$ cat config.mk
export PLATFORM = sky130hd
export DESIGN_NAME = adc_acq_sequencer
export DESIGN_NICKNAME = d
export VERILOG_FILES = /design/src/rtl/adc_acq_pkg.sv /design/src/rtl/adc_acq_sequencer_sclk_gen.sv /design/src/rtl/adc_acq_sequencer.sv
export SDC_FILE = /design/constraint.sdc
export NUM_CORES = 1
export LEC_CHECK = 0
export CAP_MARGIN = 20
export CORE_MARGIN = 8
export CORE_UTILIZATION = 59
export CTS_CLUSTER_SIZE = 12
export DETAILED_ROUTE_END_ITERATION = 8
export GPL_TIMING_DRIVEN = 0
export PLACE_DENSITY_LB_ADDON = 0.1
export SLEW_MARGIN = 0
export SYNTH_ARGS = -nofsm -noshare
export SYNTH_HDL_FRONTEND = slang
export SYNTH_SLANG_ARGS = --single-unit
$ cat constraint.sdc
create_clock -name clk -period 3.48 [get_ports clk]
set_input_delay 0.696 -clock clk [delete_from_list [all_inputs] [get_ports clk]]
set_output_delay 0.696 -clock clk [all_outputs]
set_load 0.1 [all_outputs]
$ cat src/rtl/adc_acq_pkg.sv
// Shared types and default parameters for the multi-lane serial ADC acquisition sequencer.
package adc_acq_pkg;

    localparam int DEF_NUM_LANES   = 8;
    localparam int DEF_DATA_W      = 16;
    localparam int DEF_CNV_PULSE   = 4;
    localparam int DEF_CONV_CYCLES = 90;
    localparam int DEF_SCLK_DIV    = 2;

    typedef enum logic [1:0] {
        IDLE    = 2'd0,
        CONVERT = 2'd1,
        SHIFT   = 2'd2,
        DONE    = 2'd3
    } state_t;

endpackage

$ cat src/rtl/adc_acq_sequencer_sclk_gen.sv
// SCLK divider: toggles sclk every SCLK_DIV cycles while run is high, starting low,
// and flags the clk edge at which sclk will rise or fall.
module sclk_gen #(
    parameter int SCLK_DIV = 2
) (
    input  logic clk,
    input  logic rst_n,
    input  logic run,
    output logic sclk,
    output logic rise,
    output logic fall
);

    localparam int DIV_W = (SCLK_DIV > 1) ? $clog2(SCLK_DIV) : 1;

    logic [DIV_W-1:0] div_cnt;
    logic             terminal;

    assign terminal = run && (div_cnt == DIV_W'(SCLK_DIV - 1));
    assign rise     = terminal && !sclk;
    assign fall     = terminal && sclk;

    // NOTE: sequential state uses non-blocking assignments so every flop samples pre-edge values.
    always_ff @(posedge clk or negedge rst_n) begin
        if (!rst_n) begin
            div_cnt <= '0;
            sclk    <= 1'b0;
        end else if (!run) begin
            div_cnt <= '0;
            sclk    <= 1'b0;
        end else if (terminal) begin
            div_cnt <= '0;
            sclk    <= ~sclk;
        end else begin
            div_cnt <= div_cnt + 1'b1;
        end
    end

endmodule

$ cat src/rtl/adc_acq_sequencer.sv
// Runs one CNV / conversion-wait / SCLK-burst readout per accepted trigger and publishes
// all lanes at once, holding a level 'done' until the next accepted trigger.
module adc_acq_sequencer
    import adc_acq_pkg::*;
#(
    parameter int NUM_LANES   = DEF_NUM_LANES,
    parameter int DATA_W      = DEF_DATA_W,
    parameter int CNV_PULSE   = DEF_CNV_PULSE,
    parameter int CONV_CYCLES = DEF_CONV_CYCLES,
    parameter int SCLK_DIV    = DEF_SCLK_DIV
) (
    input  logic                        clk,
    input  logic                        rst_n,
    input  logic                        trigger,
    input  logic                        enable,
    input  logic [NUM_LANES-1:0]        adc_sdo,
    output logic                        adc_cnv,
    output logic                        adc_sclk,
    output logic [NUM_LANES*DATA_W-1:0] data_out,
    output logic                        data_valid,
    output logic                        done,
    output logic                        busy,
    output logic                        overrun
);

    localparam int CONV_W = $clog2(CONV_CYCLES + 1);
    localparam int BIT_W  = $clog2(DATA_W + 1);

    state_t                               state;
    logic [CONV_W-1:0]                    conv_cnt;
    logic [BIT_W-1:0]                     bit_cnt;
    logic                                 sclk_rise;
    logic                                 sclk_fall;
    logic [NUM_LANES-1:0][DATA_W-1:0]     lane_word;

    assign busy = (state == CONVERT) || (state == SHIFT);

    sclk_gen #(.SCLK_DIV(SCLK_DIV)) u_sclk_gen (
        .clk   (clk),
        .rst_n (rst_n),
        .run   (state == SHIFT),
        .sclk  (adc_sclk),
        .rise  (sclk_rise),
        .fall  (sclk_fall)
    );

    // Lane capture happens on the clk edge where SCLK rises, MSB first.
    for (genvar i = 0; i < NUM_LANES; i++) begin : g_lane
        logic [DATA_W-1:0] shreg;

        // NOTE: shift registers are reset too, so a reset can never leave partial data to publish.
        always_ff @(posedge clk or negedge rst_n) begin
            if (!rst_n)
                shreg <= '0;
            else if (sclk_rise)
                shreg <= {shreg[DATA_W-2:0], adc_sdo[i]};
        end

        assign lane_word[i] = shreg;
    end

    always_ff @(posedge clk or negedge rst_n) begin
        if (!rst_n) begin
            state      <= IDLE;
            conv_cnt   <= '0;
            bit_cnt    <= '0;
            adc_cnv    <= 1'b0;
            data_out   <= '0;
            data_valid <= 1'b0;
            done       <= 1'b0;
            overrun    <= 1'b0;
        end else begin
            data_valid <= 1'b0;
            overrun    <= trigger && enable && busy;
            case (state)
                IDLE, DONE: begin
                    if (trigger && enable) begin
                        state    <= CONVERT;
                        conv_cnt <= '0;
                        adc_cnv  <= 1'b1;
                        done     <= 1'b0;
                    end else if (!enable) begin
                        state <= IDLE;
                        done  <= 1'b0;
                    end
                end
                CONVERT: begin
                    // Registered so the CNV line to the ADC is glitch-free.
                    adc_cnv <= (int'(conv_cnt) + 1) < CNV_PULSE;
                    if (conv_cnt == CONV_W'(CONV_CYCLES - 1)) begin
                        state   <= SHIFT;
                        bit_cnt <= '0;
                    end else begin
                        conv_cnt <= conv_cnt + 1'b1;
                    end
                end
                SHIFT: begin
                    if (sclk_rise && bit_cnt != BIT_W'(DATA_W))
                        bit_cnt <= bit_cnt + 1'b1;
                    // Finish on the falling edge after the last bit so SCLK is parked low.
                    if (sclk_fall && bit_cnt == BIT_W'(DATA_W)) begin
                        state      <= DONE;
                        data_out   <= lane_word;
                        data_valid <= 1'b1;
                        done       <= 1'b1;
                    end
                end
                default: state <= IDLE;
            endcase
        end
    end

endmodule

==> summary.txt, run 1 <==
Num CTS Buffers = 28
Skew-Pair Late Insertion Delay = 0.53 ns
Resize count post-CTS = 0
Global-route wire length before repair = 39.5 mm
Clock sinks = 276
H-tree depth = 1
Cell taking the most area after synthesis = dfrtp_1
Crit Reg-Reg Startpoint = state[0]
GR Util All Layers = 0.216
DP HPWL = 15.9 mm
Startpoint types = register
Congestion Overflow GR = 0
P&R area growth vs syn = 24.8%
Yosys Warn Count = 0
Critical path arrival = 2.61 ns
GP Congestion = 0.791
RSZ-0062 raised after global routing = no
Largest net degree at the start of global routing = 109
CP endpoint = busy
Die area = 0.0227 mm2
Critical Path RT = 2.78 ns
Vias in the first global route = 8068
Die Width = 151 um
F_max = 303 MHz
Worst Skew = 0.0105 ns
Share of cells above drive strength 1 = 0.0505
R2r setup slk = 1.15 ns
CTS Hold Bufs = 0
DRC viols = 0
Post-Synthesis Cells = 1198
Main synth FF type = dfrtp_1
Synth Cell Area = 0.0107 mm2
CP Max Fanout = 7
Max-slew headroom = 0.301
Vias per Instance = 5.01
Ant. Diodes = 0
Max-slew violations = 0
Clock slew at reported path FFs = 0.06 ns
Final core occ = 0.747
Post-Route WL = 23.8 mm
Top post-synthesis cells by area = dfrtp_1 65%, nand2_1 27%, clkbuf_1 1.2%
Vias = 8092
Sequential area share after synthesis = 0.647
Pwr per Cell Area = 611 mW/mm2
Starting DRT DRC Count = 486
ANT nets after route = 0
Initial antenna violation count = 0
EDFF count, synth = 0
WS Path Type = register to output pin
Port Buf Inserts = 145
Commonest non-fill, non-tap cells in the layout = 779 x nand2_1, 276 x dfrtp_1, 144 x clkdlybuf4s50_1
CTS root buffer = clkbuf_16
Top cell type's share of synthesized area = 0.647
Synth Net Count = 1216
Max clock buf depth = 3
Placed cells = 1574
WL/cell = 14.7 um
Postcts setup bufs = 0
Fin cells = 1615
Max cap viols = 0
# nets final = 1393
Count of final setup violators = 0
Post-synthesis register bit count = 276
FF-to-FF path depth = 8
Core ar. = 0.0178 mm2
Die Y = 151 um
Max VDD drop = 0.463 mV
Hold Path Class = primary input to asynchronous set/reset pin
Crit. End Element = output pin
Syn_area_per_cell = 8.91 um2
First-pass detailed-route iteration total = 5
Starting Density = 0.598
Final Critical Period = 3.30 ns
Fin. Hold Viols = 0
Static leakage = 0.00727 uW
CP Launch Point = state[0]
RR Endpoint = g_lane[3].shreg[11]
Async set-reset flop share out of synthesis = 1.00
Post-DP Area = 0.0125 mm2
Row Count = 49
Design area = 0.0133 mm2
Status = complete, no violations
Fin Setup TNS = 0 ns
CTS tree = done
Unique masters post-synth = 42
IO Count = 146
Tcrit/Tclk final = 0.949
Most common cell after layout, fill and taps aside = nand2_1
Worst Tran Pin Value = 1.05 ns
-- metal layers --
layer  global-route usage  routed length [um]  vias up
li1                     -                   -     4006
met1                0.296               10700     3879
met2                0.346               11100      174
met3               0.0481                1610       33
met4               0.0515                 320        0
met5                    0                   0        -
-- registers in the layout, indices dropped and copies added (netlist names), 2 cells and up --
signal / cells
state: 2
g_lane.shreg: 128
conv_cnt: 7
bit_cnt: 5
data_out: 128
-- how the worst min path moves through the flow --
stage / depth (start not counted) / from / to / slack, ns
2_1_floorplan: 0 / rst_n / adc_cnv / 0.40
3_3_place_gp: 2 / g_lane[6].shreg[15] / data_out[111] / 0.45
3_5_place_dp: 2 / g_lane[6].shreg[15] / data_out[111] / 0.45
4_1_cts: 1 / rst_n / data_out[99] / 0.26
5_1_grt: 1 / rst_n / data_out[99] / 0.31
6_report: 1 / rst_n / data_out[99] / 0.24
-- cells in the mapped netlist (all sizes together), types with 3 or more instances --
cell	number
nor2	5
dfrtp	276
a21o	3
xor2	3
o21bai	4
buf	24
nand2	779
and3	3
clkbuf	35
nand3	6
o31ai	3
ha	6
nor3b	3
o21ai	10
a21boi	3
inv	10
-- worst max-delay path: stages, from the launching register on --
cell	delay, ns
dfrtp_1	0.37
inv_1	0.05
ha_1	0.36
inv_1	0.13
clkdlybuf4s50_1	1.16
-- power by group --
part | total, uW | internal, uW | leakage (uW) | switching, uW
clock | 2810 | 1670 | 0.000420 | 1140
combinational | 1370 | 411 | 0.00306 | 958
sequential | 3970 | 3630 | 0.00379 | 337
total | 8140 | 5710 | 0.00727 | 2430
-- stage by stage --
stage | hold slack (ns) | setup WS, ns | total power, uW
CTS | 0.264 | 0.145 | 8220
floorplan | 0.400 | 1.41 | 4920
finish | 0.242 | 0.177 | 8140
detailed placement | 0.449 | 0.717 | 5390
global route | 0.308 | 0.0662 | 8580
global placement | 0.451 | -9.92 | 5330
-- cells by family (layout without fill, tap and decap cells) --
logic type | count (synthesis) | after routing | share of synthesized area
compound gates | 31 | 31 | 0.0210
xor+xnor | 4 | 4 | 0.00328
fa+ha+maj | 6 | 6 | 0.00703
buf+inv | 69 | 257 | 0.0270
flops | 276 | 276 | 0.647
mux | 3 | 3 | 0.00305
simple gates | 809 | 809 | 0.292
-- final cells by class --
| class | count | area (um2) |
|---|---|---|
| flip-flops and latches | 276 | 6910 |
| clock buffers | 38 | 810 |
| fillers | 1330 | 4520 |
| plain buffers | 59 | 250 |
| repair buffers | 147 | 1510 |
| clock inverters | 3 | 40.0 |
| well taps | 229 | 287 |
| inverters | 10 | 37.5 |
| multi-input cells | 853 | 3480 |
Power figures use the tool's default switching activity.
==> run 2, diff against run 1 <==
--- a/config.mk
+++ b/config.mk
@@ -5,6 +5,7 @@
 export SDC_FILE = /design/constraint.sdc
 export NUM_CORES = 1
 export LEC_CHECK = 0
+export ABC_AREA = 1
 export CAP_MARGIN = 20
 export CORE_MARGIN = 8
 export CORE_UTILIZATION = 59
@@ -12,6 +13,7 @@
 export DETAILED_ROUTE_END_ITERATION = 8
 export GPL_TIMING_DRIVEN = 0
 export PLACE_DENSITY_LB_ADDON = 0.1
+export REMOVE_ABC_BUFFERS = 1
 export SLEW_MARGIN = 0
 export SYNTH_ARGS = -nofsm -noshare
 export SYNTH_HDL_FRONTEND = slang
==> run 2 against run 1 <==
Die area rose by 2.3%; register-to-register slack got worse by 0.31 ns; sequential cell count did not move; clock skew fell by 0.00081 ns; via count fell by 10%; count of clock-buffer cells in the layout rose by 7; design area barely moved; non-clock buffer count fell by 56; power fell by 5.8%; maximum frequency rose by 0.61%; combinational power fell by 10%; highest routed layer unchanged.
==> summary.txt, run 2 <==
Ant. Diodes = 0
Area occupied by multi-input gates = 0.00313 mm2
Status = complete, no violations
CTS root buffer = clkbuf_16
CP Max Fanout = 5
Cell taking the most area after synthesis = dfrtp_1
Top cell type's share of synthesized area = 0.631
Most used cell, CP = inv_1
Crit Reg-Reg Startpoint = state[0]
Max cap viols = 0
Synth Cell Area = 0.0109 mm2
Switching share of power = 0.286
Pwr per Cell Area = 576 mW/mm2
Async set-reset flop share out of synthesis = 1.00
Post-Synthesis Cells = 1105
Post-synthesis register bit count = 276
Core ar. = 0.0185 mm2
CP delay by family, top = buffers and inverters
Pint = 5480 uW
P&R area growth vs syn = 21.7%
Post-synth top cells = 313 x nand2_1, 276 x dfrtp_1, 136 x inv_1
Starting DRT DRC Count = 413
Port Buf Inserts = 145
Critical Path RT = 2.78 ns
Largest registers = data_out: 128 flops, g_lane.shreg: 128 flops, conv_cnt: 7 flops
Register area = 0.00691 mm2
Crit. End Element = output pin
RSZ-0062 raised after global routing = no
WS Path Type = register to output pin
Congestion Overflow GR = 0
Final core occ = 0.722
Resize count post-CTS = 0
Max VDD drop = 0.442 mV
Tcrit/Tclk final = 0.943
Die Width = 152 um
Worst Tran Pin Value = 1.06 ns
Fin. Hold Viols = 0
Commonest non-fill, non-tap cells in the layout = 313 x nand2_1, 276 x dfrtp_1, 144 x clkdlybuf4s50_1
Switch Pwr = 2200 uW
Global-route wire length before repair = 33.8 mm
Die Y = 152 um
Critical path arrival = 2.59 ns
IO Count = 146
Critical-path cell list = inv_1 -> ha_1 -> inv_1 -> clkdlybuf4s50_1
Startpoint types = register
GP Congestion = 0.751
Share of cells above drive strength 1 = 0.101
Max-slew headroom = 0.293
Num CTS Buffers = 29
ANT nets after route = 0
Starting Density = 0.593
Slowest stage cell, crit path = clkdlybuf4s50_1
Sequential area share after synthesis = 0.631
Hold Path Class = primary input to asynchronous set/reset pin
RR Endpoint = data_out[79]
Unique masters post-synth = 26
Hold slack = 0.157 ns
Max-slew violations = 0
Final Critical Period = 3.28 ns
WL/cell = 13.3 um
Clock slew at reported path FFs = 0.06 ns
Crit-path max cell delay = 1.16 ns
F_max = 305 MHz
Vias per Instance = 4.92
Clk pwr share = 0.368
Vias in the first global route = 7041
Yosys Warn Count = 0
R2r setup slk = 0.84 ns
Max clock buf depth = 3
Main synth FF type = dfrtp_1
Fillers = 1409
Postcts setup bufs = 0
FF-to-FF path depth = 9
Most common cell after layout, fill and taps aside = nand2_1
Skew-Pair Late Insertion Delay = 0.52 ns
CTS tree = done
Seq pwr share = 0.472
Syn_area_per_cell = 9.91 um2
Clock sinks = 276
Worst Skew = 0.00966 ns
DRC viols = 0
H-tree depth = 1
First-pass detailed-route iteration total = 4
Largest net degree at the start of global routing = 127
CTS Hold Bufs = 0
Vias = 7270
# nets final = 1246
EDFF count, synth = 0
Count of final setup violators = 0
Most common cell in the netlist = nand2_1
Post-Route WL = 19.6 mm
Static leakage = 0.00596 uW
DP HPWL = 12.4 mm
GR Util All Layers = 0.170
Initial antenna violation count = 0
Die area = 0.0232 mm2
Row Count = 50
Crit path buffers/inverters = 3
Top post-synthesis cells by area = dfrtp_1 63%, nand2_1 11%, o21ai_0 6.1%
Combinational share of power = 0.160
[run 2: cell count changes in the layout (fill, tap and decap cells not counted), sizes merged, moves of 8 or more]
cell    change
nand2     -463
o21ai     +239
inv       +128
clkbuf     -28
buf        -21
nor2       +19
nand3      +12
a21oi       +8
[run 2: power by group through the flow]
| stage | combinational [uW] | clock [uW] | sequential (uW) |
|---|---|---|---|
| finish | 1230 | 2820 | 3620 |
| global route | 1390 | 3030 | 3650 |
| CTS | 1250 | 2890 | 3620 |
| detailed placement | 1240 | 0 | 3680 |
| global placement | 1180 | 0 | 3680 |
| floorplan | 777 | 0 | 3760 |
[run 2: area by class of cell]
cell class,instances,area share
repair buffers,150,0.120
well taps,234,0.0220
multi-input cells,633,0.235
inverters,138,0.0390
flip-flops and latches,276,0.519
clock inverters,3,0.00141
clock buffers,45,0.0642
[run 2: kinds of logic after synthesis]
kind of cell	after synthesis	synth area share
buffers and inverters	196	0.0842
adder cells (fa/ha/maj)	6	0.00686
XOR/XNOR	4	0.00320
AO/OA/AOI/OAI	258	0.143
AND/OR/NAND/NOR	365	0.132
flip-flops	276	0.631
[run 2: metrics by stage]
step | cell area, um2 | total power (uW) | std cells | TNS, ns | setup slack [ns]
global placement | 12300 | 4850 | 1426 | -3040.28 | -10.14
CTS | 13300 | 7760 | 1479 | 0 | 0.175
floorplan | 10500 | 4540 | 1047 | -74.03 | -1.00
global route | 13300 | 8070 | 1479 | 0 | 0.0997
finish | 13300 | 7670 | 1479 | 0 | 0.197
detailed placement | 12400 | 4920 | 1431 | 0 | 0.751
[run 2: worst register-to-register path: cells and delay by family (launching register included)]
| family | cells | cell delay, ns |
|---|---|---|
| adder cells (fa/ha/maj) | 1 | 0.32 |
| buffers and inverters | 3 | 0.90 |
| flip-flops | 1 | 0.38 |
| AND/OR/NAND/NOR | 5 | 0.93 |
[run 2: per-layer routing]
layer	part of all wire	global-route usage	vias up
met1	0.45	0.217	3387
li1	-	-	3724
met2	0.45	0.269	140
met3	0.091	0.0695	19
met4	0.010	0.0357	0
met5	0	0	-
[run 2: worst max path at each step]
stage                    startpoint            endpoint  cells past startpoint
CTS                        state[0]                busy                      4
global route               state[0]                busy                      4
global placement              rst_n  g_lane[6].shreg[0]                      1
detailed placement         state[0]                busy                      4
floorplan           u_sclk_gen.sclk          bit_cnt[1]                      6
finish                     state[0]                busy                      4
==> run 3, diff against run 2 <==
--- a/config.mk
+++ b/config.mk
@@ -8,9 +8,10 @@
 export ABC_AREA = 1
 export CAP_MARGIN = 20
 export CORE_MARGIN = 8
-export CORE_UTILIZATION = 59
+export CORE_UTILIZATION = 68
 export CTS_CLUSTER_SIZE = 12
 export DETAILED_ROUTE_END_ITERATION = 8
+export DONT_BUFFER_PORTS = 1
 export GPL_TIMING_DRIVEN = 0
 export PLACE_DENSITY_LB_ADDON = 0.1
 export REMOVE_ABC_BUFFERS = 1
==> run 3 against run 2 <==
Critical path depth grew 4; via count shrank 7.2%; critical path type is now register to register; die area fell by 12%; combinational power fell by 19%; utilization increased by 1.7 points; maximum frequency increased by 14%; the run now ends with negative hold slack left; first-iteration DRC count is 23% higher.
==> summary.txt, run 3 (synthesis gave the netlist of run 2 again) <==
Status = complete, but fails checks
Failing checks = negative hold slack
Num CTS Buffers = 27
ANT nets after route = 0
Starting Density = 0.692
Vias per Instance = 5.17
CTS root buffer = clkbuf_16
WS Path Type = register to register
Skew-Pair Late Insertion Delay = 0.52 ns
Ant. Diodes = 0
Hold slack = -0.128 ns
Count of final setup violators = 0
Largest registers = data_out: 128 flops, g_lane.shreg: 128 flops, conv_cnt: 7 flops
RR Endpoint = data_out[63]
Postcts setup bufs = 0
Pwr per Cell Area = 623 mW/mm2
Port Buf Inserts = 0
F_max = 347 MHz
Final Critical Period = 2.88 ns
GR Util All Layers = 0.193
IO Count = 146
Share of cells above drive strength 1 = 0.107
Area occupied by multi-input gates = 0.00313 mm2
Congestion Overflow GR = 0
Post-Route WL = 19.5 mm
Worst Skew = 0.00734 ns
# nets final = 1098
Die Y = 143 um
Fin. Hold Viols = 268
Row Count = 46
Max-slew headroom = 0.355
Commonest non-fill, non-tap cells in the layout = 313 x nand2_1, 276 x dfrtp_1, 136 x inv_1
DRC viols = 0
Critical path arrival = 3.33 ns
Most common cell after layout, fill and taps aside = nand2_1
Tcrit/Tclk final = 0.828
Core ar. = 0.0158 mm2
P&R area growth vs syn = 6.78%
Max-slew violations = 0
Post-DP Area = 0.0109 mm2
Die area = 0.0204 mm2
Clock slew at reported path FFs = 0.06 ns
WL/cell = 14.9 um
Hold Path Class = primary input to asynchronous set/reset pin
Register area = 0.00691 mm2
Die Width = 143 um
Design area = 0.0117 mm2
CP Launch Point = u_sclk_gen.sclk
FF-to-FF path depth = 8
CP Max Fanout = 90
CTS tree = done
Resize count post-CTS = 0
Crit Reg-Reg Startpoint = u_sclk_gen.sclk
Vias = 6746
Global-route wire length before repair = 32.2 mm
RSZ-0062 raised after global routing = no
Critical Path RT = 3.93 ns
Fillers = 1145
Initial antenna violation count = 0
Clock sinks = 276
R2r setup slk = 0.60 ns
Final core occ = 0.738
Largest net degree at the start of global routing = 277
Max clock buf depth = 3
Static leakage = 0.00538 uW
Vias in the first global route = 6296
Startpoint types = register
Starting DRT DRC Count = 506
CP endpoint = data_out[63]
First-pass detailed-route iteration total = 5
Crit. End Element = register
Worst Tran Pin Value = 0.968 ns
H-tree depth = 1
DP HPWL = 11.6 mm
GP Congestion = 0.765
Max cap viols = 0
Max VDD drop = 0.522 mV
[run 3: changes by cell type in the layout (fill, tap and decap cells not counted)]
cell	delta
buf_16	-1
buf_8	-1
clkbuf_1	-3
clkbuf_16	-2
clkbuf_8	-4
clkdlybuf4s50_1	-144
clkinv_2	-2
[run 3: per-layer routing]
layer,track usage,wire (um)
met5,0,0
met4,0.0487,325
met3,0.0735,1790
met2,0.299,9080
met1,0.252,8250
[run 3: layout make-up]
class | instances | area share
clock inverter | 1 | 0.000749
clock buffer | 36 | 0.0633
inverter | 138 | 0.0444
multi-input combinational | 633 | 0.268
tap | 216 | 0.0231
timing repair buffer | 4 | 0.00942
sequential | 276 | 0.591
[run 3: report_power, final]
part	internal [uW]	leakage (uW)	switching (uW)	total, uW
clock	1460	0.000366	1090	2550
sequential	3480	0.00380	263	3740
combinational	269	0.00122	724	994
total	5200	0.00538	2080	7280
[run 3: critical path, stage by stage, from the launching register on]
cell      delay, ns
dfrtp_1        0.95
inv_1          0.23
nor2_2         0.28
nand2_8        0.30
buf_16         0.34
buf_16         0.27
clkinv_2       0.18
nand2_1        0.09
nand2_1        0.07
[run 3: per-stage QoR]
stage                     setup WS [ns]  power (uW)  cells  setup TNS, ns
after global placement            -2.61        4720   1263        -270.31
after floorplan                   -1.00        4540   1047         -74.03
after detailed placement          0.616        4780   1267              0
after CTS                         0.548        7350   1304              0
final                             0.599        7280   1304              0
after global routing              0.407        7650   1304              0
[run 3: worst min-delay path by stage]
stage	startpoint	to	slack [ns]	depth (start not counted)
after global placement	rst_n	state[0]	0.41	0
final	rst_n	state[0]	-0.13	0
after global routing	rst_n	state[1]	-0.15	0
after floorplan	rst_n	adc_cnv	0.40	0
after CTS	rst_n	state[1]	-0.14	0
after detailed placement	rst_n	state[1]	0.41	0
